### src/rtl/router_psum_wb_if.sv
// rtl/router_psum_wb_if.sv - control, spad read, GLB read/write and status signals of the psum writeback router
`timescale 1ns/1ps
interface router_psum_wb_if #(
    parameter int DATA_BITWIDTH      = 16,
    parameter int ADDR_BITWIDTH_GLB  = 10,
    parameter int ADDR_BITWIDTH_SPAD = 9
);
    logic                          write_psum_ctrl;
    logic                          accumulate;
    logic [DATA_BITWIDTH-1:0]      r_data_spad_psum;
    logic [ADDR_BITWIDTH_SPAD-1:0] r_addr_spad_psum;
    logic                          read_req_spad_psum;
    logic [DATA_BITWIDTH-1:0]      r_data_glb_psum;
    logic [ADDR_BITWIDTH_GLB-1:0]  r_addr_glb_psum;
    logic                          read_req_glb_psum;
    logic [DATA_BITWIDTH-1:0]      w_data_glb_psum;
    logic [ADDR_BITWIDTH_GLB-1:0]  w_addr_glb_psum;
    logic                          write_en_glb_psum;
    logic                          busy;
    logic                          psum_done;

    // router side: issues memory requests and reports status
    modport master (
        input  write_psum_ctrl, accumulate, r_data_spad_psum, r_data_glb_psum,
        output r_addr_spad_psum, read_req_spad_psum, r_addr_glb_psum, read_req_glb_psum,
               w_data_glb_psum, w_addr_glb_psum, write_en_glb_psum, busy, psum_done
    );

    // control unit and memories
    modport slave (
        output write_psum_ctrl, accumulate, r_data_spad_psum, r_data_glb_psum,
        input  r_addr_spad_psum, read_req_spad_psum, r_addr_glb_psum, read_req_glb_psum,
               w_data_glb_psum, w_addr_glb_psum, write_en_glb_psum, busy, psum_done
    );
endinterface

### src/rtl/router_psum_wb.sv
// rtl/router_psum_wb.sv - moves an OUT_SIZE**2 psum block from spad to GLB, optionally accumulating
`timescale 1ns/1ps
module router_psum_wb #(
    parameter int DATA_BITWIDTH      = 16,
    parameter int ADDR_BITWIDTH_GLB  = 10,
    parameter int ADDR_BITWIDTH_SPAD = 9,
    parameter int OUT_SIZE           = 3,
    parameter int PSUM_SPAD_ADDR     = 0,
    parameter int PSUM_GLB_ADDR      = 500
) (
    input  logic            clk,
    input  logic            reset,
    router_psum_wb_if.master bus
);
    localparam int N     = OUT_SIZE * OUT_SIZE;
    localparam int CNT_W = (N > 1) ? $clog2(N) : 1;
    localparam logic [CNT_W-1:0] LAST_IDX = CNT_W'(N - 1);

    typedef enum logic [2:0] {
        IDLE, RD_SPAD, CAP_SPAD, RD_GLB, CAP_GLB, WR_GLB, DONE
    } state_t;

    state_t                   state;
    state_t                   state_next;
    logic [CNT_W-1:0]         idx;
    logic                     acc_mode;
    logic [DATA_BITWIDTH-1:0] psum_reg;

    // Base plus element index, wrapping at the width of each address bus.
    logic [ADDR_BITWIDTH_SPAD-1:0] spad_addr;
    logic [ADDR_BITWIDTH_GLB-1:0]  glb_addr;
    assign spad_addr = ADDR_BITWIDTH_SPAD'(PSUM_SPAD_ADDR) + ADDR_BITWIDTH_SPAD'(idx);
    assign glb_addr  = ADDR_BITWIDTH_GLB'(PSUM_GLB_ADDR) + ADDR_BITWIDTH_GLB'(idx);

    // State register.
    always_ff @(posedge clk) begin
        if (reset) state <= IDLE;
        else       state <= state_next;
    end

    // Next-state logic; requests are only looked at in IDLE.
    always_comb begin
        state_next = state;
        case (state)
            IDLE:     if (bus.write_psum_ctrl) state_next = RD_SPAD;
            RD_SPAD:  state_next = CAP_SPAD;
            CAP_SPAD: state_next = acc_mode ? RD_GLB : WR_GLB;
            RD_GLB:   state_next = CAP_GLB;
            CAP_GLB:  state_next = WR_GLB;
            WR_GLB:   state_next = (idx == LAST_IDX) ? DONE : RD_SPAD;
            DONE:     state_next = IDLE;
            default:  state_next = IDLE;
        endcase
    end

    // Datapath: mode latch, element counter and the psum being written back.
    always_ff @(posedge clk) begin
        if (reset) begin
            idx      <= '0;
            acc_mode <= 1'b0;
            psum_reg <= '0;
        end else begin
            case (state)
                IDLE: begin
                    if (bus.write_psum_ctrl) begin
                        acc_mode <= bus.accumulate;
                        idx      <= '0;
                    end
                end
                CAP_SPAD: psum_reg <= bus.r_data_spad_psum;
                CAP_GLB:  psum_reg <= psum_reg + bus.r_data_glb_psum;
                WR_GLB:   if (idx != LAST_IDX) idx <= idx + 1'b1;
                default:  ;
            endcase
        end
    end

    // Moore outputs; address and data buses are held at zero outside their strobe state.
    always_comb begin
        bus.r_addr_spad_psum   = '0;
        bus.read_req_spad_psum = 1'b0;
        bus.r_addr_glb_psum    = '0;
        bus.read_req_glb_psum  = 1'b0;
        bus.w_data_glb_psum    = '0;
        bus.w_addr_glb_psum    = '0;
        bus.write_en_glb_psum  = 1'b0;
        bus.busy               = (state != IDLE);
        bus.psum_done          = 1'b0;
        case (state)
            RD_SPAD: begin
                bus.read_req_spad_psum = 1'b1;
                bus.r_addr_spad_psum   = spad_addr;
            end
            RD_GLB: begin
                bus.read_req_glb_psum = 1'b1;
                bus.r_addr_glb_psum   = glb_addr;
            end
            WR_GLB: begin
                bus.write_en_glb_psum = 1'b1;
                bus.w_addr_glb_psum   = glb_addr;
                bus.w_data_glb_psum   = psum_reg;
            end
            DONE:    bus.psum_done = 1'b1;
            default: ;
        endcase
    end
endmodule

### src/flat_wrapper.sv
// flat-port wrapper written by rule: the top's interface ports become plain ports
module router_psum_wb_flat 
#(
    parameter int DATA_BITWIDTH      = 16,
    parameter int ADDR_BITWIDTH_GLB  = 10,
    parameter int ADDR_BITWIDTH_SPAD = 9,
    parameter int OUT_SIZE           = 3,
    parameter int PSUM_SPAD_ADDR     = 0,
    parameter int PSUM_GLB_ADDR      = 500
)
  (clk, reset, bus_write_psum_ctrl, bus_accumulate, bus_r_data_spad_psum, bus_r_data_glb_psum, bus_r_addr_spad_psum, bus_read_req_spad_psum, bus_r_addr_glb_psum, bus_read_req_glb_psum, bus_w_data_glb_psum, bus_w_addr_glb_psum, bus_write_en_glb_psum, bus_busy, bus_psum_done);
  router_psum_wb_if #(.DATA_BITWIDTH(DATA_BITWIDTH), .ADDR_BITWIDTH_GLB(ADDR_BITWIDTH_GLB), .ADDR_BITWIDTH_SPAD(ADDR_BITWIDTH_SPAD)) bus_i ();
  input  logic clk;
  input  logic reset;
  input wire logic [$bits(bus_i.write_psum_ctrl)-1:0] bus_write_psum_ctrl;
  input wire logic [$bits(bus_i.accumulate)-1:0] bus_accumulate;
  input wire logic [$bits(bus_i.r_data_spad_psum)-1:0] bus_r_data_spad_psum;
  input wire logic [$bits(bus_i.r_data_glb_psum)-1:0] bus_r_data_glb_psum;
  output wire logic [$bits(bus_i.r_addr_spad_psum)-1:0] bus_r_addr_spad_psum;
  output wire logic [$bits(bus_i.read_req_spad_psum)-1:0] bus_read_req_spad_psum;
  output wire logic [$bits(bus_i.r_addr_glb_psum)-1:0] bus_r_addr_glb_psum;
  output wire logic [$bits(bus_i.read_req_glb_psum)-1:0] bus_read_req_glb_psum;
  output wire logic [$bits(bus_i.w_data_glb_psum)-1:0] bus_w_data_glb_psum;
  output wire logic [$bits(bus_i.w_addr_glb_psum)-1:0] bus_w_addr_glb_psum;
  output wire logic [$bits(bus_i.write_en_glb_psum)-1:0] bus_write_en_glb_psum;
  output wire logic [$bits(bus_i.busy)-1:0] bus_busy;
  output wire logic [$bits(bus_i.psum_done)-1:0] bus_psum_done;
  assign bus_i.write_psum_ctrl = bus_write_psum_ctrl;
  assign bus_i.accumulate = bus_accumulate;
  assign bus_i.r_data_spad_psum = bus_r_data_spad_psum;
  assign bus_i.r_data_glb_psum = bus_r_data_glb_psum;
  assign bus_r_addr_spad_psum = bus_i.r_addr_spad_psum;
  assign bus_read_req_spad_psum = bus_i.read_req_spad_psum;
  assign bus_r_addr_glb_psum = bus_i.r_addr_glb_psum;
  assign bus_read_req_glb_psum = bus_i.read_req_glb_psum;
  assign bus_w_data_glb_psum = bus_i.w_data_glb_psum;
  assign bus_w_addr_glb_psum = bus_i.w_addr_glb_psum;
  assign bus_write_en_glb_psum = bus_i.write_en_glb_psum;
  assign bus_busy = bus_i.busy;
  assign bus_psum_done = bus_i.psum_done;
  router_psum_wb #(.DATA_BITWIDTH(DATA_BITWIDTH), .ADDR_BITWIDTH_GLB(ADDR_BITWIDTH_GLB), .ADDR_BITWIDTH_SPAD(ADDR_BITWIDTH_SPAD), .OUT_SIZE(OUT_SIZE), .PSUM_SPAD_ADDR(PSUM_SPAD_ADDR), .PSUM_GLB_ADDR(PSUM_GLB_ADDR)) u_core (.clk(clk), .reset(reset), .bus(bus_i));
endmodule
### config.mk
export PLATFORM = sky130hd
export DESIGN_NAME = router_psum_wb_flat
export DESIGN_NICKNAME = d
export VERILOG_FILES = /design/src/rtl/router_psum_wb_if.sv /design/src/rtl/router_psum_wb.sv /design/src/flat_wrapper.sv
export SDC_FILE = /design/constraint.sdc
export NUM_CORES = 1
export LEC_CHECK = 0
export CAP_MARGIN = 20
export CELL_PAD_IN_SITES_DETAIL_PLACEMENT = 0
export CELL_PAD_IN_SITES_GLOBAL_PLACEMENT = 1
export CORE_ASPECT_RATIO = 1.2
export CORE_MARGIN = 2
export CORE_UTILIZATION = 33
export DETAILED_ROUTE_END_ITERATION = 8
export PLACE_DENSITY_LB_ADDON = 0.25
export SYNTH_ARGS = -nofsm -noshare
export SYNTH_HDL_FRONTEND = slang
export SYNTH_SLANG_ARGS = --single-unit
### constraint.sdc
create_clock -name clk -period 6.85 [get_ports clk]
set_input_delay 1.0275 -clock clk [delete_from_list [all_inputs] [get_ports clk]]
set_output_delay 1.0275 -clock clk [all_outputs]
set_load 0.01 [all_outputs]
==> impl_metrics.csv, run 1 <==
group,metric,value,unit
run_status,status,"complete, no violations",
floorplan,die_area,0.00717,mm^2
power,power_density,135,mW/mm^2
floorplan,std_cell_rows,32,
setup_path,required,5.82,ns
route,top_layer_used,"met4",
logic_synthesis,yosys.area_share.simple,0.262,
route,drt_wl_total,6310,um
logic_synthesis,synth_ff_type,"dfxtp_1",
cells_and_area,seqCellArea,480,um^2
logic_synthesis,yosys.area_share.adder,0.120,
sta,clock_skew,0.00227,ns
power,comb_power_share,0.349,
floorplan,core,0.00637,mm^2
floorplan,die_h,92.4,um
sta,finalHoldViolCount,0,
logic_synthesis,netlist_top_cells_area,"dfxtp_1 22%, ha_1 11%, a21oi_1 7.0%, and2_1 5.2%, nand2_1 5.2%",
sta,relSlewSlack,0.559,
grt,antenna_found_initial,0,
clock_tree,clock-sinks,24,
power,p_clk_frac,0.251,
logic_synthesis,ys_ff_latch,24,
sta,period_minus_slack,3.78,ns
cells_and_area,fin_nets,411,
min_path,hold_path_class,"reg -> reg",
clock_tree,clk_path_buf_depth,2,
route,met3_length,238,um
sta,max_freq,0.265,GHz
power,vdd_drop_max,69.2,uV
clock_tree,clk_pin_slew,0.09,ns
route,drt-pass1-iter-count,4,
floorplan,ios,86,
grt,grt_pass1_wl,10700,um
grt,gr-total-overflow,0,
setup_path,end_kind,"output port",
clock_tree,cts_root_buf,"clkbuf_8",
sta,worst_slew_pin_slew,0.660,ns
logic_synthesis,synth_commonest_cells,"30 x a21oi_1, 30 x nand2_1, 29 x nor2_1",
place,hpwl,4910,um
logic_synthesis,synth.distinct_cells,48,
power,swShare,0.334,
power,seq_power_share,0.400,
clock_tree,htree_levels,1,
power,p_leak,1.17,nW
cells_and_area,stdcell_area,0.00299,mm^2
sta,fin_crit_sh,0.551,
grt,grt_pass1_vias,2271,
route,via_per_inst,5.05,
logic_synthesis,synth_compound_area_frac,0.242,
route,postRouteAntennaNets,0,
cells_and_area,largest_register_ffs,16,
setup_path,critPathLaunchType,"register",
cells_and_area,utilization,0.470,
route,vias,2219,
clock_tree,cts-resized-gates,0,
route,remaining_drc_errors,0,
logic_synthesis,synth_enable_flop_cells,0,
logic_synthesis,synth_top_area_share,0.224,
place,numPlacedInstances,435,
cells_and_area,syn2layout_area_growth,39.5,%
logic_synthesis,netlist_area,0.00215,mm^2
floorplan,die_w,77.6,um
route,wl_per_cell,14.4,um
setup_path,crit_arrival,2.75,ns
clock_tree,cts_buffers,3,
clock_tree,cts_tree,"done",
logic_synthesis,muxShareOfSynthArea,0.0140,
cells_and_area,fin_cells,439,
sta,setup_viol,0,
grt,grt_max_degree,22,
setup_path,worst-path-max-fanout,21,
floorplan,start_util,0.337,
cells_and_area,multiInputGateArea,0.00150,mm^2
cells_and_area,fillers,668,
logic_synthesis,syn_inst,288,
place,dpl-instance-area,0.00294,mm^2
logic_synthesis,yosys.area.top_type,"dfxtp_1",
route,initialDrtViolationCount,89,
route,wl_met1,2860,um
clock_tree,postCtsSetupBuffers,0,
logic_synthesis,yosys_warnings,0,
flow_run,maxCapViolCount,0,
logic_synthesis,synth_area_per_cell,7.46,um^2
logic_synthesis,synth_top_family_by_area,"simple AND/OR/NAND/NOR gates",
logic_synthesis,ys_seq_area_frac,0.224,
cells_and_area,n_antenna_cell,0,
place,io_buffers,80,
place,routabilityCongestion,0.799,
logic_synthesis,synth_xor_area_frac,0.0530,
sta,rsz0062_at_grt,"no",
grt,grt_usage,0.184,
cells_and_area,drive_gt1_frac,0.0424,
power,switchingPower,0.000135,W
power,p_int,0.000269,W
setup_path,path_class,"reg -> out",
route,wl_met2,3150,um
sta,drv_slew,0,
sta,setup-tns-final,0,ns
clock_tree,hold_buffers,0,
logic_synthesis,async_reset_ff_frac,0,
clock_tree,clk-insertion-delay-late,0.27,ns
-- kinds of logic (layout without fill, tap and decap cells) --
| kind of cell | count (synthesis) | after routing |
|---|---|---|
| and+or+nand+nor | 114 | 114 |
| AOI/OAI and AO/OA | 80 | 80 |
| buffers and inverters | 33 | 95 |
| DFF | 24 | 24 |
| adders and majority gates | 20 | 20 |
| xor gates and xnor gates | 13 | 13 |
| muxes | 3 | 3 |
| other | 1 | 5 |
-- worst max-delay path, stage by stage, from the launching register on --
cell	delay (ns)
dfxtp_1	0.60
inv_1	0.25
or2_1	0.37
inv_1	0.50
and2_1	0.22
clkdlybuf4s50_1	0.54
-- power groups by stage --
| stage | Combinational (W) | Clock, W | Sequential, W |
|---|---|---|---|
| 6_report | 0.000141 | 0.000101 | 0.000162 |
| 5_1_grt | 0.000157 | 0.000110 | 0.000164 |
| 4_1_cts | 0.000142 | 0.000105 | 0.000162 |
| 3_5_place_dp | 0.000141 | 0 | 0.000165 |
| 3_3_place_gp | 0.000141 | 0 | 0.000165 |
| 2_1_floorplan | 0.0000984 | 0 | 0.000159 |
-- cell type report --
class                           instances  area share
Multi-Input combinational cell        235       0.502
Clock buffer                            4      0.0184
Tap cell                               85      0.0355
Sequential cell                        24       0.160
Inverter                                9      0.0113
Timing Repair Buffer                   82       0.272
-- stage by stage --
step	setup slack, ns	power, W	hold WS (ns)
final	3.07	0.000404	0.498
after CTS	3.03	0.000409	0.502
after detailed placement	3.26	0.000306	0.489
after global routing	2.82	0.000431	0.524
after floorplan	3.90	0.000257	0.444
after global placement	3.33	0.000306	0.479
-- worst paths after layout --
path                                          from                      to  slack, ns  cells after the start
worst max-delay path               u_core.state[2]  bus_w_data_glb_psum[6]       3.07                      5
worst min-delay path                 u_core.idx[1]           u_core.idx[1]       0.50                      2
worst max register to register  u_core.psum_reg[0]     u_core.psum_reg[10]       4.42                      8
worst min register to register       u_core.idx[1]           u_core.idx[1]       0.50                      2
-- cell usage in the layout (no fill, tap or decap), types with 9 or more instances in the layout --
master	synthesis	routed
nor2_1	29	29
o21ai_0	12	12
a21oi_1	30	30
ha_1	19	19
inv_1	9	9
dfxtp_1	24	24
nand2_1	30	30
nor3_1	10	10
and2_1	18	18
xnor2_1	10	10
clkdlybuf4s50_1	0	80
-- routing by layer --
| layer | vias to the layer above | GRT usage |
|---|---|---|
| met1 | 1015 | 0.223 |
| met3 | 5 | 0.0263 |
| met2 | 58 | 0.340 |
| li1 | 1141 | - |
| met4 | 0 | 0.0417 |
| met5 | - | 0 |
No activity file was read; power rests on OpenSTA's default activity.
==> run 2, diff against run 1 <==
--- a/config.mk
+++ b/config.mk
@@ -10,7 +10,7 @@
 export CELL_PAD_IN_SITES_GLOBAL_PLACEMENT = 1
 export CORE_ASPECT_RATIO = 1.2
 export CORE_MARGIN = 2
-export CORE_UTILIZATION = 33
+export CORE_UTILIZATION = 31
 export DETAILED_ROUTE_END_ITERATION = 8
 export PLACE_DENSITY_LB_ADDON = 0.25
 export SYNTH_ARGS = -nofsm -noshare
==> constraint.sdc (replaced) <==
create_clock -name clk -period 3.9 [get_ports clk]
set_input_delay 0.585 -clock clk [delete_from_list [all_inputs] [get_ports clk]]
set_output_delay 0.585 -clock clk [all_outputs]
set_load 0.01 [all_outputs]
==> run 2 against run 1 <==
Sequential power up 75%; via count grew 0.95%; critical endpoint is now bus_w_data_glb_psum[15]; wire length up 0.51%; critical path type unchanged; clock skew rose by 0.0041 ns; worst hold slack lost 0.014 ns; non-clock buffer count unchanged.
==> impl_metrics.csv, run 2 (synthesis gave the netlist of run 1 again) <==
group,metric,value,unit
run_status,status,"complete, no violations",
setup_path,required,3.31,ns
route,vias,2240,
cells_and_area,layout_common_cells,"80 x clkdlybuf4s50_1, 30 x nand2_1, 30 x a21oi_1",
floorplan,ios,86,
grt,grt_pass1_vias,2061,
route,wl_per_cell,14.4,um
power,power_density,253,mW/mm^2
route,via_per_inst,5.08,
sta,clock_skew,0.00635,ns
power,vdd_drop_max,122,uV
clock_tree,cts-resized-gates,0,
cells_and_area,n_antenna_cell,0,
floorplan,std_cell_rows,33,
setup_path,r2r_end,"u_core.psum_reg[10]",
sta,max_freq,0.304,GHz
min_path,hold_path_depth,2,
sta,setup_viol,0,
route,initialDrtViolationCount,85,
place,io_buffers,80,
cells_and_area,layout_commonest_cell,"clkdlybuf4s50_1",
grt,grt_usage,0.169,
grt,grt_pass1_wl,10100,um
floorplan,start_util,0.317,
clock_tree,clk-insertion-delay-late,0.28,ns
sta,period_minus_slack,3.29,ns
grt,grt_max_degree,22,
sta,fin_crit_sh,0.845,
setup_path,end_kind,"output port",
floorplan,die_w,80.0,um
cells_and_area,largest_register_ffs,16,
sta,rsz0062_at_grt,"no",
place,hpwl,4960,um
route,drt-pass1-iter-count,4,
clock_tree,cts_root_buf,"clkbuf_8",
setup_path,ff2ff_path_depth,8,
clock_tree,clock-sinks,24,
min_path,hold_path_class,"reg -> reg",
setup_path,crit_arrival,2.71,ns
floorplan,core,0.00677,mm^2
route,postRouteAntennaNets,0,
cells_and_area,syn2layout_area_growth,40.3,%
clock_tree,htree_levels,1,
setup_path,critPathLaunchType,"register",
setup_path,startpoint,"u_core.state[2]",
cells_and_area,fin_nets,411,
sta,setup-tns-final,0,ns
place,routabilityCongestion,0.824,
clock_tree,cts_tree,"done",
clock_tree,cts_buffers,3,
clock_tree,postCtsSetupBuffers,0,
setup_path,r2r_start,"u_core.psum_reg[0]",
power,fin_total_pwr,0.000761,W
floorplan,die_area,0.00761,mm^2
route,drt_wl_total,6340,um
min_path,worstHoldEndpoint,"u_core.psum_reg[2]",
min_path,hold_start,"u_core.psum_reg[2]",
setup_path,worst-path-max-fanout,21,
route,remaining_drc_errors,0,
grt,gr-total-overflow,0,
sta,drv_slew,0,
clock_tree,clk_path_buf_depth,2,
sta,finalHoldViolCount,0,
sta,relSlewSlack,0.394,
clock_tree,clk_pin_slew,0.10,ns
sta,worst_slew_pin_slew,0.906,ns
floorplan,die_h,95.2,um
clock_tree,hold_buffers,0,
grt,antenna_found_initial,0,
flow_run,maxCapViolCount,0,
setup_path,path_class,"reg -> out",
cells_and_area,drive_gt1_frac,0.0424,
power,p_leak,1.18,nW
setup_path,rrSetupSlack,1.46,ns
## run 2: worst max path at each step
stage | to | slack (ns) | cells past startpoint
6_report | bus_w_data_glb_psum[15] | 0.61 | 5
5_1_grt | bus_w_data_glb_psum[5] | 0.33 | 5
4_1_cts | bus_w_data_glb_psum[15] | 0.55 | 5
3_5_place_dp | u_core.psum_reg[10] | 0.74 | 9
3_3_place_gp | u_core.psum_reg[10] | 0.78 | 9
2_1_floorplan | u_core.psum_reg[10] | 1.39 | 8
## run 2: per-layer routing
metal,vias up,global-route usage,share of wire
met2,70,0.302,0.49
met3,4,0.0180,0.046
met4,0,0.0381,0.0076
met5,-,0,0
li1,1134,-,-
met1,1032,0.218,0.45
## run 2: final cells by class
type | instances | area, um^2
well taps | 87 | 109
clock inverters | 1 | 30.0
multi-input cells | 235 | 1500
inverters | 9 | 33.8
flip-flops and latches | 24 | 480
fillers | 725 | 3760
repair buffers | 82 | 816
clock buffers | 3 | 41.3
## run 2: critical path, stage by stage (launching register included)
cell	delay, ns
dfxtp_1	0.58
inv_1	0.23
or2_1	0.37
inv_1	0.50
and2_1	0.22
clkdlybuf4s50_1	0.54
## run 2: through the flow
step	cell area (um^2)	worst slack [ns]	utilization	instances	hold slack, ns
final	3010	0.606	0.445	441	0.484
after global routing	3010	0.334	0.445	441	0.502
after CTS	3010	0.548	0.445	441	0.488
after detailed placement	2940	0.737	0.434	437	0.473
after global placement	2940	0.775	0.434	437	0.462
after floorplan	2160	1.39	-	292	0.444
## run 2: power by group
group,switching (W),total [W],internal [W]
clock network,0.0000922,0.000230,0.000137
logic,0.000128,0.000248,0.000120
registers,0.0000207,0.000284,0.000263
total,0.000241,0.000761,0.000520
==> run 3, diff against run 2 <==
--- a/config.mk
+++ b/config.mk
@@ -10,7 +10,7 @@
 export CELL_PAD_IN_SITES_GLOBAL_PLACEMENT = 1
 export CORE_ASPECT_RATIO = 1.2
 export CORE_MARGIN = 2
-export CORE_UTILIZATION = 31
+export CORE_UTILIZATION = 28
 export DETAILED_ROUTE_END_ITERATION = 8
 export PLACE_DENSITY_LB_ADDON = 0.25
 export SYNTH_ARGS = -nofsm -noshare
==> constraint.sdc (replaced) <==
create_clock -name clk -period 2.9 [get_ports clk]
set_input_delay 0.435 -clock clk [delete_from_list [all_inputs] [get_ports clk]]
set_output_delay 0.435 -clock clk [all_outputs]
set_load 0.01 [all_outputs]
==> run 3 against run 2 <==
Critical path type unchanged; clock power rose by 34%; worst setup slack got worse by 0.37 ns; utilization fell by 3.6 points; die area rose by 10%; largest power group unchanged.
==> impl_metrics.csv, run 3 (synthesis gave the netlist of run 1 again) <==
group,metric,value,unit
cells_and_area,drive_gt1_frac,0.0712,
cells_and_area,layout_common_cells,"80 x clkdlybuf4s50_1, 30 x nand2_1, 30 x a21oi_1",
route,via_per_inst,5.00,
clock_tree,htree_levels,1,
cells_and_area,n_antenna_cell,0,
cells_and_area,seqCellArea,480,um^2
sta,hold_slack,0.480,ns
route,vias,2283,
setup_path,worst-path-max-fanout,21,
cells_and_area,fin_nets,422,
place,hpwl,5200,um
clock_tree,clk-insertion-delay-late,0.28,ns
cells_and_area,largest_register_ffs,16,
sta,finalHoldViolCount,0,
sta,fin_crit_sh,0.920,
floorplan,die_area,0.00839,mm^2
sta,setup_viol,0,
cells_and_area,fillers,791,
setup_path,end_kind,"output port",
route,wl_per_cell,14.4,um
place,io_buffers,80,
clock_tree,clock-sinks,24,
power,vdd_drop_max,198,uV
route,drt_wl_total,6560,um
sta,relSlewSlack,0.573,
place,dpl-instance-area,0.00303,mm^2
grt,grt_max_degree,22,
route,remaining_drc_errors,0,
clock_tree,postCtsSetupBuffers,0,
clock_tree,cts_root_buf,"clkbuf_8",
floorplan,core,0.00758,mm^2
setup_path,path_class,"reg -> out",
sta,worst_slew_pin_slew,0.639,ns
floorplan,die_h,99.9,um
sta,period_minus_slack,2.67,ns
setup_path,required,2.47,ns
cells_and_area,syn2layout_area_growth,44.5,%
sta,clock_skew,0.00599,ns
power,power_density,336,mW/mm^2
floorplan,ios,86,
sta,rsz0062_at_grt,"no",
clock_tree,cts_tree,"done",
grt,grt_pass1_vias,2196,
flow_run,maxCapViolCount,0,
grt,grt_pass1_wl,10800,um
cells_and_area,layout_commonest_cell,"clkdlybuf4s50_1",
cells_and_area,multiInputGateArea,0.00150,mm^2
clock_tree,cts_buffers,3,
clock_tree,clk_path_buf_depth,2,
power,p_leak,1.23,nW
route,postRouteAntennaNets,0,
run_status,status,"complete, no violations",
sta,setup-tns-final,0,ns
route,initialDrtViolationCount,97,
clock_tree,clk_pin_slew,0.10,ns
route,drt-pass1-iter-count,4,
setup_path,crit_arrival,2.23,ns
sta,drv_slew,0,
clock_tree,cts-resized-gates,0,
cells_and_area,stdcell_area,0.00310,mm^2
sta,max_freq,0.375,GHz
place,routabilityCongestion,0.811,
clock_tree,hold_buffers,0,
grt,gr-total-overflow,0,
floorplan,die_w,83.9,um
setup_path,critPathLaunchType,"register",
grt,antenna_found_initial,0,
floorplan,std_cell_rows,35,
grt,grt_usage,0.158,
min_path,hold_path_class,"reg -> reg",
floorplan,start_util,0.283,
## run 3: cell count changes in the layout (fill, tap and decap cells not counted)
cell,delta
buf_4,+11
## run 3: final timing paths
kind	startpoint	to	slack (ns)	cells past startpoint
max	u_core.state[2]	bus_w_data_glb_psum[8]	0.23	5
min	u_core.psum_reg[2]	u_core.psum_reg[2]	0.48	2
max reg2reg	u_core.psum_reg[0]	u_core.psum_reg[10]	0.53	9
min reg2reg	u_core.psum_reg[2]	u_core.psum_reg[2]	0.48	2
## run 3: critical path: stages (launching register included)
cell	delay, ns
dfxtp_1	0.34
inv_1	0.12
or2_1	0.26
inv_1	0.48
and2_1	0.22
clkdlybuf4s50_1	0.54
## run 3: area by class of cell
| type | instances | area share |
|---|---|---|
| well taps | 92 | 0.0371 |
| clock buffers | 3 | 0.0133 |
| inverters | 9 | 0.0109 |
| repair buffers | 93 | 0.290 |
| flip-flops and latches | 24 | 0.155 |
| clock inverters | 1 | 0.00968 |
| multi-input cells | 235 | 0.484 |
## run 3: metal layers
metal / GRT usage / part of all wire
met4: 0.0509 / 0.022
met1: 0.195 / 0.44
met3: 0.0238 / 0.056
met2: 0.282 / 0.48
met5: 0 / 0
## run 3: power breakdown
part	total [W]	switching [W]	internal, W
combinational	0.000361	0.000185	0.000176
clock	0.000308	0.000123	0.000185
sequential	0.000373	0.0000195	0.000354
## run 3: stage by stage
| step | worst slack [ns] | utilization | std cells | total power (W) |
|---|---|---|---|---|
| final | 0.233 | 0.409 | 457 | 0.00104 |
| after global routing | 0.0326 | 0.409 | 457 | 0.00110 |
| after CTS | 0.149 | 0.409 | 457 | 0.00105 |
| after global placement | 0.0288 | 0.400 | 453 | 0.000743 |
| after detailed placement | 0.00569 | 0.400 | 453 | 0.000742 |
| after floorplan | 0.543 | - | 292 | 0.000608 |
